## src/rtl/danger_scheduler_pkg.sv

```systemverilog
// Shared types and helpers for the obstacle scheduler.
// Type codes match the renderer's sprite selection.
package danger_scheduler_pkg;

  typedef enum logic [2:0] {
    LOW_BIRD     = 3'd0,
    HIGH_BIRD    = 3'd1,
    SMALL_CACTUS = 3'd2,
    MANY_CACTUS  = 3'd3,
    BIG_CACTUS   = 3'd4,
    NOTHING      = 3'd5
  } danger_type_t;

  typedef enum logic [1:0] {
    IDLE = 2'd0,
    RUN  = 2'd1,
    HALT = 2'd2
  } sched_state_t;

  localparam int unsigned NUM_SLOTS = 3;
  // Galois mask for x^16 + x^14 + x^13 + x^11 + 1
  localparam logic [15:0] LFSR_TAPS = 16'hB400;

  // Folds 5..7 back onto real obstacles so a spawn is never NOTHING.
  function automatic danger_type_t pick_type(input logic [2:0] r, input logic bird_en);
    logic [2:0] t;
    t = (r > 3'd4) ? r - 3'd3 : r;
    if (!bird_en && t < 3'd2) t = 3'd2;
    return danger_type_t'(t);
  endfunction

endpackage

```

## src/rtl/danger_scheduler_lfsr16.sv

```systemverilog
// Free-running 16-bit Galois LFSR; steps every clock so player timing adds entropy.
module lfsr16
  import danger_scheduler_pkg::*;
#(
  parameter logic [15:0] SEED = 16'hACE1
) (
  input  logic        clk,
  input  logic        rst,
  output logic [15:0] q
);

  always_ff @(posedge clk or posedge rst) begin
    if (rst) q <= SEED;
    else     q <= {1'b0, q[15:1]} ^ (q[0] ? LFSR_TAPS : '0);
  end

endmodule

```

## src/rtl/danger_scheduler.sv

```systemverilog
// Spawns, scrolls and retires the three obstacle slots once per frame_tick while running.
// Slots are frozen in IDLE/HALT; entering RUN clears every slot and restarts the spawn gap.
module danger_scheduler
  import danger_scheduler_pkg::*;
#(
  parameter logic [9:0]  SPAWN_X  = 10'd720,
  parameter int unsigned MIN_GAP  = 40,
  parameter logic [5:0]  GAP_MASK = 6'h3F,
  parameter int unsigned INIT_GAP = 60,
  parameter bit          BIRD_EN  = 1'b1,
  parameter logic [15:0] SEED     = 16'hACE1
) (
  input  logic       clk,
  input  logic       rst,
  input  logic       frame_tick,
  input  logic       start,
  input  logic       crash,
  input  logic [2:0] speed,
  output logic       running,
  output logic [9:0] danger_pos1,
  output logic [9:0] danger_pos2,
  output logic [9:0] danger_pos3,
  output logic [2:0] danger_type1,
  output logic [2:0] danger_type2,
  output logic [2:0] danger_type3,
  output logic       danger_en1,
  output logic       danger_en2,
  output logic       danger_en3
);

  sched_state_t state;
  logic [15:0]  lfsr;
  logic         unused_lfsr;
  logic [2:0]   en_vec;
  logic [9:0]   step;
  logic         enter_run, tick_run, any_free, do_spawn;
  logic [1:0]   free_idx;
  logic [6:0]   gap, gap_dec, gap_reload;
  danger_type_t spawn_type;

  lfsr16 #(.SEED(SEED)) u_lfsr (.clk(clk), .rst(rst), .q(lfsr));

  assign unused_lfsr = ^lfsr[15:6];
  assign step        = (speed == 3'd0) ? 10'd1 : {7'd0, speed};
  assign enter_run   = (state != RUN) && start;
  // Crash wins over a coincident tick, and a tick on a state-change clock is dropped.
  assign tick_run    = (state == RUN) && !crash && frame_tick;
  assign gap_dec     = (gap != '0) ? gap - 7'd1 : '0;
  assign gap_reload  = 7'(MIN_GAP) + {1'b0, lfsr[5:0] & GAP_MASK};
  assign spawn_type  = pick_type(lfsr[2:0], BIRD_EN);
  assign do_spawn    = tick_run && any_free && (gap_dec == '0);

  // Occupancy is sampled before this tick's retires, so a retiring slot waits a tick.
  always_comb begin
    any_free = 1'b1;
    free_idx = 2'd0;
    if      (!en_vec[0]) free_idx = 2'd0;
    else if (!en_vec[1]) free_idx = 2'd1;
    else if (!en_vec[2]) free_idx = 2'd2;
    else                 any_free = 1'b0;
  end

  always_ff @(posedge clk or posedge rst) begin
    if (rst) begin
      state   <= IDLE;
      running <= 1'b0;
      gap     <= 7'(INIT_GAP);
    end else begin
      case (state)
        IDLE, HALT: begin
          if (start) begin
            state   <= RUN;
            running <= 1'b1;
            gap     <= 7'(INIT_GAP);
          end
        end
        RUN: begin
          if (crash) begin
            state   <= HALT;
            running <= 1'b0;
          end else if (frame_tick) begin
            gap <= do_spawn ? gap_reload : gap_dec;
          end
        end
        default: begin
          state   <= IDLE;
          running <= 1'b0;
        end
      endcase
    end
  end

  for (genvar i = 0; i < NUM_SLOTS; i++) begin : g_slot
    logic [9:0]   pos;
    danger_type_t slot_type;
    logic         en;

    always_ff @(posedge clk or posedge rst) begin
      if (rst) begin
        pos       <= '0;
        slot_type <= NOTHING;
        en        <= 1'b0;
      end else if (enter_run) begin
        slot_type <= NOTHING;
        en        <= 1'b0;
      end else if (tick_run) begin
        if (en) begin
          if (pos <= step) begin
            pos       <= '0;
            slot_type <= NOTHING;
            en        <= 1'b0;
          end else begin
            pos <= pos - step;
          end
        end else if (do_spawn && free_idx == 2'(i)) begin
          pos       <= SPAWN_X;
          slot_type <= spawn_type;
          en        <= 1'b1;
        end
      end
    end

    assign en_vec[i] = en;
  end

  assign danger_pos1  = g_slot[0].pos;
  assign danger_pos2  = g_slot[1].pos;
  assign danger_pos3  = g_slot[2].pos;
  assign danger_type1 = g_slot[0].slot_type;
  assign danger_type2 = g_slot[1].slot_type;
  assign danger_type3 = g_slot[2].slot_type;
  assign danger_en1   = g_slot[0].en;
  assign danger_en2   = g_slot[1].en;
  assign danger_en3   = g_slot[2].en;

endmodule

```

## config.mk

```make
export PLATFORM = sky130hd
export DESIGN_NAME = danger_scheduler
export DESIGN_NICKNAME = d
export VERILOG_FILES = /design/src/rtl/danger_scheduler_pkg.sv /design/src/rtl/danger_scheduler_lfsr16.sv /design/src/rtl/danger_scheduler.sv
export SDC_FILE = /design/constraint.sdc
export NUM_CORES = 1
export LEC_CHECK = 0
export ABC_AREA = 1
export BUFFER_PORTS_ARGS = -buffer_cell sky130_fd_sc_hd__buf_2
export CORE_MARGIN = 2
export CORE_UTILIZATION = 40
export DETAILED_ROUTE_END_ITERATION = 7
export GPL_TIMING_DRIVEN = 0
export HOLD_SLACK_MARGIN = 0.08
export SYNTH_ARGS = -nofsm -noshare
export SYNTH_HDL_FRONTEND = slang
export SYNTH_SLANG_ARGS = --single-unit
```

## constraint.sdc

```tcl
create_clock -name clk -period 2.89 [get_ports clk]
set_clock_uncertainty 0.1 [all_clocks]
set_input_delay 0.289 -clock clk [delete_from_list [all_inputs] [get_ports clk]]
set_output_delay 0.289 -clock clk [all_outputs]
set_load 0.1 [all_outputs]
```

==> results.yml <==
floorplanning:
  die_w_um: 104.2
  io_pins: 51
  die-area_um2: 10850
  row_count: 36
  core_um2: 9774
  die_h_um: 104.2
  initial_core_util: 0.4105
layout:
  drive_gt1_frac: 0.1918
  multiInputGateArea_um2: 1988
  area_growth_pct: 15.00
  final_nets: 604
  nFillCells: 1001
  antenna_cells: 0
  design_area_um2: 4614
  regArea_um2: 1724
worst_hold_path:
  min_path_type: "input port to flop"
synth:
  synth_top_area_share: 0.3118
  syn_avg_cell_area_um2: 7.761
  async_reset_ff_frac: 1.000
  ys_ff_latch: 68
  synth.distinct_cells: 38
  ys_seq_area_frac: 0.4297
  syn-num-nets: 542
  synth_top_cell_by_area: "dfrtp_1"
  synthesis.area_um2: 4013
  synth-main-ff-cell: "dfrtp_1"
  syn_inst: 517
  synth_edf_count: 0
  synth_area_leaders: "dfrtp_1 (31%), nand2_1 (14%), dfstp_2 (12%), nand3_1 (6.1%), inv_1 (5.7%)"
  yosysWarnings: 0
sta:
  slew_violations: 0
  tightest_slew_ps: 847.4
  max_freq_ghz: 0.4023
  setup_violations: 0
  rsz0062_at_grt: "false"
  final.min_clock_period_ps: 2486
  slew-limit-headroom: 0.4350
  fin_setup_tns_ps: 0
  finalCritPeriodShare: 0.8602
  hold_viol_final: 0
placement:
  placed_area_um2: 4432
  gp_congestion: 0.8293
  dpl.hpwl_um: 6749
  numPortBuffers: 50
power:
  total_power_uw: 2878
  ir_drop_v: 0.0004488
  p_leak_uw: 0.002405
  cellPowerDensity_nw_per_um2: 623.7
global_routing:
  grt_antenna_before_repair: 0
  grt_pass1_wl_um: 15980
  grt_max_degree: 69
  grt.total_usage: 0.1813
  grt_overflow: 0
  grt_pass1_vias: 3371
worst_setup_path:
  path_cells: "inv_1 > ha_1 > fa_1 > inv_1 > nand2_1 > nand2_1 > o21ai_0 > nand3_1 > inv_1 > o21ai_1 > nand2_1 > nand2_1 > nand2_1 > nand2_1"
  arrival_ps: 2660
  worstPathRequired_ps: 3060
  rrSetupSlack_ps: 400
  startpoint_type: "flop"
  slowest_delay_ps: 370
  crit_top_cell: "nand2_1"
  end_kind: "flop"
  slowest_stage: "dfrtp_1"
  crit_type: "flop to flop"
  crit_buf_inv: 3
  crit_fanout: 7
  crit_family: "simple AND/OR/NAND/NOR gates"
clock_tree:
  cts_max_level: 3
  insertion_delay_ps: 340
  cts_tree: "yes"
  cts_buffer_depth: 2
  cts_buffers: 9
  cts_sinks: 68
  root_buffer: "clkbuf_8"
  cts_resized: 0
  clk_pin_slew_worst_paths_ps: 70
route:
  vias: 3455
  wl_per_cell_um: 12.88
  firstDrtPassIters: 5
  drt_wl_total_um: 9235
  viasPerCell: 4.819
  drc_errors: 0
  drtIter0Drc: 178
  ant_nets: 0
status:
  outcome: "finished, final reports clean"
job:
  cap_violations: 0
==> tightest hold or removal path, delay by kind of cell <==
kind                   cells  cell delay, ps
buffers and inverters      1             100
and+or+nand+nor            2             160
==> through the flow <==
| stage | worst slack [ps] | hold slack, ps | utilization | instances |
|---|---|---|---|---|
| 2_1_floorplan | 51.38 | 231.2 | - | 517 |
| 5_1_grt | 91.03 | 149.1 | 0.4721 | 717 |
| 4_1_cts | 389.9 | 131.4 | 0.4721 | 717 |
| 6_report | 404.2 | 145.2 | 0.4721 | 717 |
| 3_3_place_gp | -118.8 | 239.1 | 0.4531 | 700 |
| 3_5_place_dp | 76.11 | 238.7 | 0.4534 | 700 |
==> final timing paths <==
kind	depth (start not counted)	start	endpoint
worst min register to register	0	u_lfsr.q[8]$_DFF_PP0_	u_lfsr.q[7]$_DFF_PP1_
min in group asynchronous	3	rst	danger_pos2[3]$_DFFE_PP0P_
max in group asynchronous	3	rst	gap[0]$_DFFE_PP0P_
worst max register to register	14	danger_pos2[0]$_DFFE_PP0P_	danger_type2[1]$_DFFE_PP0P_
worst min-delay path	3	start	state[0]$_DFFE_PP0P_
worst max-delay path	14	danger_pos2[0]$_DFFE_PP0P_	danger_type2[1]$_DFFE_PP0P_
==> registers in the layout, indices dropped and copies added, names as in the netlist <==
name	flops
u_lfsr.q	16
danger_pos1	10
danger_pos2	10
danger_pos3	10
gap	7
danger_type1	3
danger_type2	3
danger_type3	3
state	2
danger_en1	1
danger_en2	1
danger_en3	1
running	1
==> cells in the final DEF, fill, tap and decap left out, drive strengths merged <==
master,synthesis,routed
nor3,9,9
ha,14,14
nand4,7,7
nand2,153,153
nor2,55,55
xor2,14,14
a21o,1,1
or2,2,2
inv,66,66
a21oi,15,15
o21ai,32,32
buf,4,54
clkinv,1,3
nand3,53,53
dlygate4sd3,0,1
o22ai,6,6
a211oi,2,2
o21a,2,2
nor3b,1,1
a31oi,1,1
xnor2,1,1
fa,3,3
nor4,1,1
clkbuf,3,17
dfrtp,50,50
o21bai,2,2
o31ai,1,1
dfstp,18,18
==> power breakdown <==
part	leakage, µW	total [µW]	internal [µW]	switching, µW
sequential	0.000804	1150	1080	75.1
combinational	0.00151	1020	200	822
clock	0.0000905	706	357	349
total	0.00240	2880	1630	1250
==> final cells by class <==
| class | count | area share |
|---|---|---|
| flip-flops and latches | 68 | 0.3736 |
| well taps | 133 | 0.03606 |
| repair buffers | 51 | 0.05640 |
| multi-input cells | 375 | 0.4309 |
| clock buffers | 14 | 0.03525 |
| plain buffers | 7 | 0.01057 |
| inverters | 67 | 0.05504 |
| clock inverters | 2 | 0.002169 |
==> synthesized netlist by cell type, types with 5 or more instances <==
master,count
a21oi_1,15
dfrtp_1,50
dfstp_2,18
ha_1,14
inv_1,61
inv_2,5
nand2_1,148
nand3_1,49
nand4_1,7
nor2_1,44
nor2_2,6
nor2_4,5
nor3_1,9
o21ai_0,21
o21ai_1,10
o22ai_1,6
xor2_1,14
==> kinds of logic (layout without fill, tap and decap cells) <==
| logic type | after synthesis | in the layout | synth area share |
|---|---|---|---|
| AOI/OAI and AO/OA | 62 | 62 | 0.08731 |
| xor gates and xnor gates | 15 | 15 | 0.03274 |
| adders and majority gates | 17 | 17 | 0.05862 |
| buffers and inverters | 74 | 141 | 0.07483 |
| DFF | 68 | 68 | 0.4297 |
| and+or+nand+nor | 281 | 281 | 0.3168 |
==> per-layer routing <==
metal  track usage  vias up  part of all wire
li1              -     1786                 -
met1        0.2455     1599              0.48
met2        0.2975       64              0.47
met3       0.04135        6             0.036
met4       0.04054        0            0.0088
met5             0        -                 0
==> repair_timing <==
action,CTS,global route
setup buffers,0,0
endpoints found under the hold margin,50,0
hold buffers,1,0
(Power assumes the default switching activity.)
